`src/rtl/irq_pkg.sv`:
```
// Shared constants for the interrupt controller: FSM state encoding and local register map.
package irq_pkg;

    localparam logic [1:0] IDLE = 2'd0;
    localparam logic [1:0] REQ  = 2'd1;
    localparam logic [1:0] CLR  = 2'd2;

    localparam logic [7:0] IRQ_MASK_A   = 8'h00;
    localparam logic [7:0] IRQ_PEND_A   = 8'h01;
    localparam logic [7:0] IRQ_STAT_A   = 8'h02;
    localparam logic [7:0] IRQ_SWTRIG_A = 8'h03;

endpackage

```
`src/rtl/irq_prio_enc.sv`:
```
// Fixed-priority encoder: reports whether any source is pending and the lowest set index.
module irq_prio_enc #(
    parameter int N_SRC = 8,
    parameter int VEC_W = 3
) (
    input  logic [N_SRC-1:0] pending,
    output logic             valid,
    output logic [VEC_W-1:0] index
);

    always_comb begin
        valid = |pending;
        index = '0;
        // Walk from the top down so the lowest set bit is the last one written.
        for (int i = N_SRC - 1; i >= 0; i--) begin
            if (pending[i]) begin
                index = VEC_W'(i);
            end
        end
    end

endmodule

```
`src/rtl/irq_ctrl.sv`:
```
// Masked, prioritised interrupt controller with acknowledge-driven flag clear.
// Optional software trigger register is built when IRQ_SW_TRIGGER_EN is defined.
//
//  state | meaning
//  IDLE  | no request outstanding; arbitrate pending each cycle
//  REQ   | irq_req high, irq_vec frozen; wait for ack or withdrawal
//  CLR   | one-cycle irq_clr pulse so the source flag falls before re-arbitration
module irq_ctrl
    import irq_pkg::*;
#(
    parameter int N_SRC = 8,
    parameter int VEC_W = 3
) (
    input  logic             clk,
    input  logic             rst,
    input  logic [7:0]       din,
    input  logic [7:0]       address,
    input  logic             w_en,
    input  logic             r_en,
    output logic [7:0]       dout,
    input  logic [N_SRC-1:0] irq_src,
    output logic [N_SRC-1:0] irq_clr,
    output logic             irq_req,
    output logic [VEC_W-1:0] irq_vec,
    input  logic             irq_ack
);

    logic [1:0]       state;
    logic [1:0]       state_nxt;
    logic [N_SRC-1:0] mask;
    logic [N_SRC-1:0] pending;
    logic             win_valid;
    logic [VEC_W-1:0] win_idx;
    logic             ack_take;
    logic             withdraw;
    logic             req_nxt;
    logic             vec_load;
    logic [N_SRC-1:0] clr_nxt;
    logic [7:0]       rd_data;
    logic             rd_hit;

    irq_prio_enc #(
        .N_SRC (N_SRC),
        .VEC_W (VEC_W)
    ) u_prio_enc (
        .pending (pending),
        .valid   (win_valid),
        .index   (win_idx)
    );

    assign ack_take = (state == REQ) && irq_ack;
    assign withdraw = (state == REQ) && !irq_ack && !pending[irq_vec];

`ifdef IRQ_SW_TRIGGER_EN
    logic [N_SRC-1:0] swtrig;

    always_ff @(posedge clk) begin
        if (rst) begin
            swtrig <= '0;
        end else begin
            if (w_en && address == IRQ_SWTRIG_A) begin
                swtrig <= din[N_SRC-1:0];
            end
            // Self-clear comes second so it beats a same-cycle firmware write for this bit only.
            if (ack_take) begin
                swtrig[irq_vec] <= 1'b0;
            end
        end
    end

    assign pending = (irq_src & mask) | swtrig;
`else
    assign pending = irq_src & mask;
`endif

    always_ff @(posedge clk) begin
        if (rst) begin
            state <= IDLE;
        end else begin
            state <= state_nxt;
        end
    end

    always_comb begin
        state_nxt = state;
        case (state)
            IDLE:    if (win_valid) state_nxt = REQ;
            REQ:     if (ack_take) state_nxt = CLR;
                     else if (withdraw) state_nxt = IDLE;
            CLR:     state_nxt = IDLE;
            default: state_nxt = IDLE;
        endcase
    end

    always_comb begin
        req_nxt  = (state_nxt == REQ);
        vec_load = (state == IDLE) && win_valid;
        clr_nxt  = '0;
        for (int i = 0; i < N_SRC; i++) begin
            clr_nxt[i] = (state_nxt == CLR) && (irq_vec == VEC_W'(i));
        end
    end

    always_ff @(posedge clk) begin
        if (rst) begin
            irq_req <= 1'b0;
            irq_vec <= '0;
            irq_clr <= '0;
        end else begin
            irq_req <= req_nxt;
            irq_clr <= clr_nxt;
            if (vec_load) begin
                irq_vec <= win_idx;
            end
        end
    end

    always_comb begin
        rd_data = '0;
        rd_hit  = 1'b1;
        case (address)
            IRQ_MASK_A: rd_data[N_SRC-1:0] = mask;
            IRQ_PEND_A: rd_data[N_SRC-1:0] = pending;
            IRQ_STAT_A: begin
                rd_data[7]         = irq_req;
                rd_data[VEC_W-1:0] = irq_vec;
            end
`ifdef IRQ_SW_TRIGGER_EN
            IRQ_SWTRIG_A: rd_data[N_SRC-1:0] = swtrig;
`else
            IRQ_SWTRIG_A: rd_data = '0;
`endif
            default: rd_hit = 1'b0;
        endcase
    end

    always_ff @(posedge clk) begin
        if (rst) begin
            mask <= '0;
            dout <= '0;
        end else begin
            if (w_en && address == IRQ_MASK_A) begin
                mask <= din[N_SRC-1:0];
            end
            if (r_en && rd_hit) begin
                dout <= rd_data;
            end
        end
    end

endmodule

```
`config.mk`:
```
export PLATFORM = sky130hd
export DESIGN_NAME = irq_ctrl
export DESIGN_NICKNAME = d
export VERILOG_FILES = /design/src/rtl/irq_pkg.sv /design/src/rtl/irq_prio_enc.sv /design/src/rtl/irq_ctrl.sv
export SDC_FILE = /design/constraint.sdc
export NUM_CORES = 1
export LEC_CHECK = 0
export ABC_AREA = 1
export BUFFER_PORTS_ARGS = -buffer_cell sky130_fd_sc_hd__buf_4
export CAP_MARGIN = 20
export CORE_MARGIN = 5
export CORE_UTILIZATION = 35
export DETAILED_ROUTE_END_ITERATION = 8
export PLACE_DENSITY = 0.66
export SYNTH_ARGS = -nofsm -noshare
export SYNTH_HDL_FRONTEND = slang
export SYNTH_SLANG_ARGS = --single-unit
```
`constraint.sdc`:
```
create_clock -name clk -period 1.37 [get_ports clk]
set_input_delay 0.137 -clock clk [delete_from_list [all_inputs] [get_ports clk]]
set_output_delay 0.137 -clock clk [all_outputs]
set_load 0.01 [all_outputs]
```
==> results.py, run 1 <==
metrics = {
    "sta": {
        "final.setup.tns_ns": 0,
        "finalHoldViolations": 0,
        "fmax_mhz": 809,
        "setup_viol": 0,
        "worst_pin_slew_ns": 0.316,
        "relSlewSlack": 0.788,
        "finalWorstSetupSlack_ns": 0.134,
        "period_share": 0.902,
        "rsz0062_at_grt": "no",
        "report.final.slew_viol_count": 0,
        "finalCriticalPeriod_ns": 1.24,
        "finClkSkew_ns": 0.00217,
    },
    "grt": {
        "grt_pass1_wl_mm": 6.00,
        "antenna_found_initial": 0,
        "grt_pass1_vias": 1338,
        "gr-usage-all-layers": 0.141,
        "grt_remaining_overflow": 0,
        "grt_max_degree": 15,
    },
    "logic_synthesis": {
        "synth_warnings": 0,
        "syn_avg_cell_area_um2": 6.96,
        "synth_edf_count": 0,
        "yosysSeqAreaShare": 0.417,
        "synth_top_area_share": 0.417,
        "synthCells": 207,
        "yosysUniqueCellTypes": 25,
        "synthFlopType": "dfxtp_1",
        "synth_nets": 236,
        "ys_ff_latch": 30,
        "yosysTopAreaCell": "dfxtp_1",
        "synth_area_mm2": 0.00144,
        "synth_area_leaders": "dfxtp_1 42%, nand2_1 13%, nor2_1 10%, nand3_1 5.9%, inv_1 5.2%",
        "ys_async_sr_fraction": 0,
    },
    "cells_and_area": {
        "fillers": 416,
        "num_antenna_cells": 0,
        "nNetsFinal": 292,
        "final_cell_mix": "52 x buf_4, 50 x nand2_1, 39 x nor2_1",
        "syn2layout_area_growth_pct": 35.7,
        "final_common_cell": "buf_4",
        "postLayoutCellArea_mm2": 0.00196,
        "drive_above_1_share": 0.289,
    },
    "flow_run": {
        "cap_violations": 0,
    },
    "clock_network": {
        "htreeDepth": 2,
        "cts_resized": 0,
        "cts_sinks": 30,
        "tritoncts": "built",
        "clk_latency_ns": 0.28,
        "cts-buffers-inserted": 5,
        "cts_setup_buffers": 0,
        "clkSlewWorstSetupHoldPaths_ns": 0.06,
        "root_buffer": "clkbuf_8",
        "cts_buffer_depth": 2,
        "cts_hold_buf": 0,
    },
    "setup_path": {
        "required_ns": 1.54,
        "cp_data_arrival_time_ns": 1.40,
        "worstSetupPathType": "register to register",
        "cp-start-kind": "register",
        "crit_start": "irq_vec[0]",
        "r2r_start": "irq_vec[0]",
        "endpoint_kind": "register",
        "path_max_fanout": 6,
    },
    "drt": {
        "vias": 1452,
        "dr.pass1.iters": 4,
        "drtAntennaViolNets": 0,
        "avgViaCountPerCell": 4.64,
        "initialDrtViolationCount": 72,
        "routedWlPerCell_um": 11.2,
        "drc": 0,
        "wirelength_mm": 3.51,
    },
    "placed_design": {
        "portBuffers": 48,
        "placed_area_mm2": 0.00188,
        "dp_hpwl_mm": 2.86,
        "dp_worst_setup_slack_ns": 0.167,
        "place_congestion": 0.927,
    },
    "run_status": {
        "run_status": "complete, no violations",
    },
    "die": {
        "die-area_mm2": 0.00550,
        "rows": 23,
        "coreArea_mm2": 0.00400,
        "die_x_um": 74.2,
        "die_h_um": 74.2,
        "io_pins": 49,
        "start_util": 0.360,
    },
    "power": {
        "vdd_ir_drop_max_v": 0.000451,
        "p_leak_nw": 0.924,
        "p_per_area_mw_per_mm2": 845,
        "finalPower_mw": 1.65,
    },
    "min_path": {
        "hp-class": "input port to register",
        "worstHoldStart": "din[6]",
    },
}
[metrics by stage]
step | hold slack (ns) | cells | utilization
2_1_floorplan | 0.285 | 207 | -
3_3_place_gp | 0.391 | 306 | 0.469
3_5_place_dp | 0.392 | 306 | 0.469
4_1_cts | 0.0985 | 313 | 0.489
5_1_grt | 0.116 | 313 | 0.489
6_report | 0.102 | 313 | 0.489
[sequential cells by signal, summed over array words and instances, names as in the netlist]
name     cells
state        2
mask         8
irq_req      1
dout         8
irq_clr      8
irq_vec      3
[per-layer routing]
metal  vias up  track usage  part of all wire
met4         0       0.0423            0.0091
met2        46        0.209              0.44
met1       625        0.193              0.48
met5         -            0                 0
met3         4       0.0527             0.074
li1        777            -                 -
[synthesized netlist by cell type (3+ instances only)]
cell,number
nand2_1,50
nor2_1,39
dfxtp_1,30
inv_1,20
nand3_1,17
o21ai_0,9
nor3_1,8
a21oi_1,6
a21oi_2,4
o211ai_1,4
nor2_4,3
[cell families after synthesis]
group | share of synthesized area
flip-flops | 0.417
buffers and inverters | 0.0773
AND/OR/NAND/NOR | 0.398
AO/OA/AOI/OAI | 0.108
[worst paths after layout]
path,to,slack [ns],cells past startpoint
setup / recovery,irq_req,0.13,7
hold / removal,mask[6],0.10,3
setup reg to reg,irq_req,0.13,7
hold reg to reg,dout[2],0.48,2
[area by class of cell]
| class | instances | area, µm² | share of cell area |
|---|---|---|---|
| multi-input cells | 151 | 729 | 0.373 |
| flip-flops and latches | 30 | 602 | 0.308 |
| repair buffers | 52 | 390 | 0.200 |
| inverters | 23 | 92.6 | 0.0473 |
| clock buffers | 5 | 68.8 | 0.0352 |
| well taps | 50 | 62.6 | 0.0320 |
| clock inverters | 2 | 10.0 | 0.00512 |
[where the power goes]
| part | internal (mW) | leakage [nW] | switching, mW |
|---|---|---|---|
| sequential | 0.875 | 0.242 | 0.00252 |
| clock | 0.339 | 0.0438 | 0.311 |
| combinational | 0.0673 | 0.638 | 0.0570 |
| total | 1.28 | 0.924 | 0.371 |
[critical path: stages (launching register included)]
cell and delay (ns):
dfxtp_1 0.42, inv_1 0.09, nand2_1 0.16, nor2_1 0.06
a21oi_1 0.13, nand3_1 0.09, nand3_1 0.10, a21oi_1 0.07
(Power assumes the default switching activity.)
==> inputs of run 2 (changes only) <==
- REMOVE_ABC_BUFFERS: not set -> 1
- clock period: 1.37 -> 1.33 ns (I/O delays scaled with it)
==> run 2 against run 1 <==
Flip-flop and latch count is the same. Clock power grew 41%. Largest cell class unchanged. Final cell count shrank 0.32%. Count of clock-buffer cells in the layout grew 1. Non-clock buffer count shrank 1. Sequential share of layout area shrank 0.56 points. Clock skew grew 0.0051 ns. Sequential power grew 3.0%. Design area grew 1.9%. Register-to-register slack lost 0.02 ns. Die area is the same. Core utilization grew 0.91 points.
==> results.py, run 2 (synthesis results as in run 1) <==
metrics = {
    "cells_and_area": {
        "drive_above_1_share": 0.290,
        "ff_latch_area_um2": 602,
        "multi_input_area_um2": 739,
        "final_common_cell": "buf_4",
        "num_antenna_cells": 0,
        "top_regs": "dout x8, irq_clr x8, mask x8",
        "final_cell_mix": "51 x buf_4, 49 x nand2_1, 39 x nor2_1",
        "postLayoutCellArea_mm2": 0.00199,
        "nNetsFinal": 291,
        "syn2layout_area_growth_pct": 38.2,
        "fillers": 416,
    },
    "power": {
        "p_leak_nw": 0.936,
        "power.switching_uw": 380,
        "p_seq_frac": 0.464,
        "finalPower_mw": 1.95,
        "p_int_mw": 1.57,
        "vdd_ir_drop_max_v": 0.000402,
        "pwr-share-clk": 0.471,
        "comb_power_share": 0.065,
        "switching_share": 0.195,
        "p_per_area_mw_per_mm2": 978,
    },
    "sta": {
        "relSlewSlack": 0.789,
        "finClkSkew_ns": 0.00728,
        "setup_viol": 0,
        "worst_hold_slack_ns": 0.0999,
        "finalWorstSetupSlack_ns": 0.118,
        "finalCriticalPeriod_ns": 1.21,
        "rsz0062_at_grt": "no",
        "worst_pin_slew_ns": 0.316,
        "final.setup.tns_ns": 0,
        "finalHoldViolations": 0,
        "report.final.slew_viol_count": 0,
        "period_share": 0.911,
        "fmax_mhz": 825,
    },
    "grt": {
        "grt_max_degree": 15,
        "grt_remaining_overflow": 0,
        "antenna_found_initial": 0,
        "gr-usage-all-layers": 0.144,
        "grt_pass1_wl_mm": 6.22,
        "grt_pass1_vias": 1412,
    },
    "drt": {
        "drtAntennaViolNets": 0,
        "avgViaCountPerCell": 4.59,
        "dr.pass1.iters": 4,
        "routedWlPerCell_um": 11.5,
        "drc": 0,
        "wirelength_mm": 3.58,
        "initialDrtViolationCount": 63,
        "vias": 1432,
    },
    "placed_design": {
        "place_congestion": 0.929,
        "dp_hpwl_mm": 2.85,
        "portBuffers": 48,
        "dp_worst_setup_slack_ns": 0.113,
        "placed_area_mm2": 0.00187,
    },
    "die": {
        "coreArea_mm2": 0.00400,
        "die-area_mm2": 0.00550,
        "start_util": 0.360,
        "die_h_um": 74.2,
        "die_x_um": 74.2,
        "rows": 23,
        "io_pins": 49,
    },
    "clock_network": {
        "clkSlewWorstSetupHoldPaths_ns": 0.06,
        "cts-buffers-inserted": 5,
        "cts_sinks": 30,
        "root_buffer": "clkbuf_8",
        "tritoncts": "built",
        "cts_hold_buf": 0,
        "htreeDepth": 2,
        "clk_latency_ns": 0.28,
        "cts_buffer_depth": 2,
    },
    "setup_path": {
        "cp-start-kind": "register",
        "cp_data_arrival_time_ns": 1.39,
        "worstSetupPathType": "register to register",
        "endpoint_kind": "register",
        "required_ns": 1.51,
        "path_max_fanout": 5,
    },
    "run_status": {
        "run_status": "complete, no violations",
    },
    "flow_run": {
        "cap_violations": 0,
    },
    "min_path": {
        "hp-class": "input port to register",
    },
}
==> run 2: metrics by stage <==
| stage | instances | util |
|---|---|---|
| 5_1_grt | 312 | 0.498 |
| 2_1_floorplan | 204 | - |
| 6_report | 312 | 0.498 |
| 3_3_place_gp | 305 | 0.467 |
| 3_5_place_dp | 305 | 0.467 |
| 4_1_cts | 312 | 0.495 |
==> run 2: cell type report <==
| type | instances | share of cell area |
|---|---|---|
| multi-input cells | 151 | 0.371 |
| flip-flops and latches | 30 | 0.302 |
| repair buffers | 51 | 0.192 |
| inverters | 23 | 0.0465 |
| clock buffers | 6 | 0.0415 |
| well taps | 50 | 0.0314 |
| clock inverters | 1 | 0.0151 |
==> run 2: repair_timing <==
action                                 CTS  global route
gates resized for setup                  0             3
endpoints found under the hold margin    0             0
buffers inserted                         0             0
setup endpoints to repair                0             4
==> run 2: power by group through the flow <==
| stage | Combinational (mW) | Sequential [mW] | Clock, mW |
|---|---|---|---|
| 5_1_grt | 0.142 | 0.904 | 0.980 |
| 3_5_place_dp | 0.126 | 0.924 | 0 |
| 4_1_cts | 0.126 | 0.904 | 0.942 |
| 2_1_floorplan | 0.0402 | 0.924 | 0 |
| 6_report | 0.126 | 0.904 | 0.918 |
| 3_3_place_gp | 0.127 | 0.924 | 0 |
==> run 2: path summary, 6_finish.rpt <==
| path | startpoint | end | slack [ns] | cells after the start |
|---|---|---|---|---|
| worst max register to register | mask[4] | irq_vec[1] | 0.12 | 6 |
| worst min-delay path | din[5] | mask[5] | 0.1 | 3 |
| worst min register to register | dout[0] | dout[0] | 0.48 | 2 |
| worst max-delay path | mask[4] | irq_vec[1] | 0.12 | 6 |
==> run 2: per-layer routing <==
layer	global-route usage	routed length, µm
met5	0	0
met4	0.0604	63
met3	0.0311	220
met2	0.227	1630
met1	0.190	1660
==> run 2: worst max-delay path: stages (launching register included) <==
cell and delay (ns):
dfxtp_1 0.34, nand2_1 0.13, nand4_1 0.20, o21ai_4 0.24, inv_2 0.06, nor2_1 0.08
nor2_1 0.05
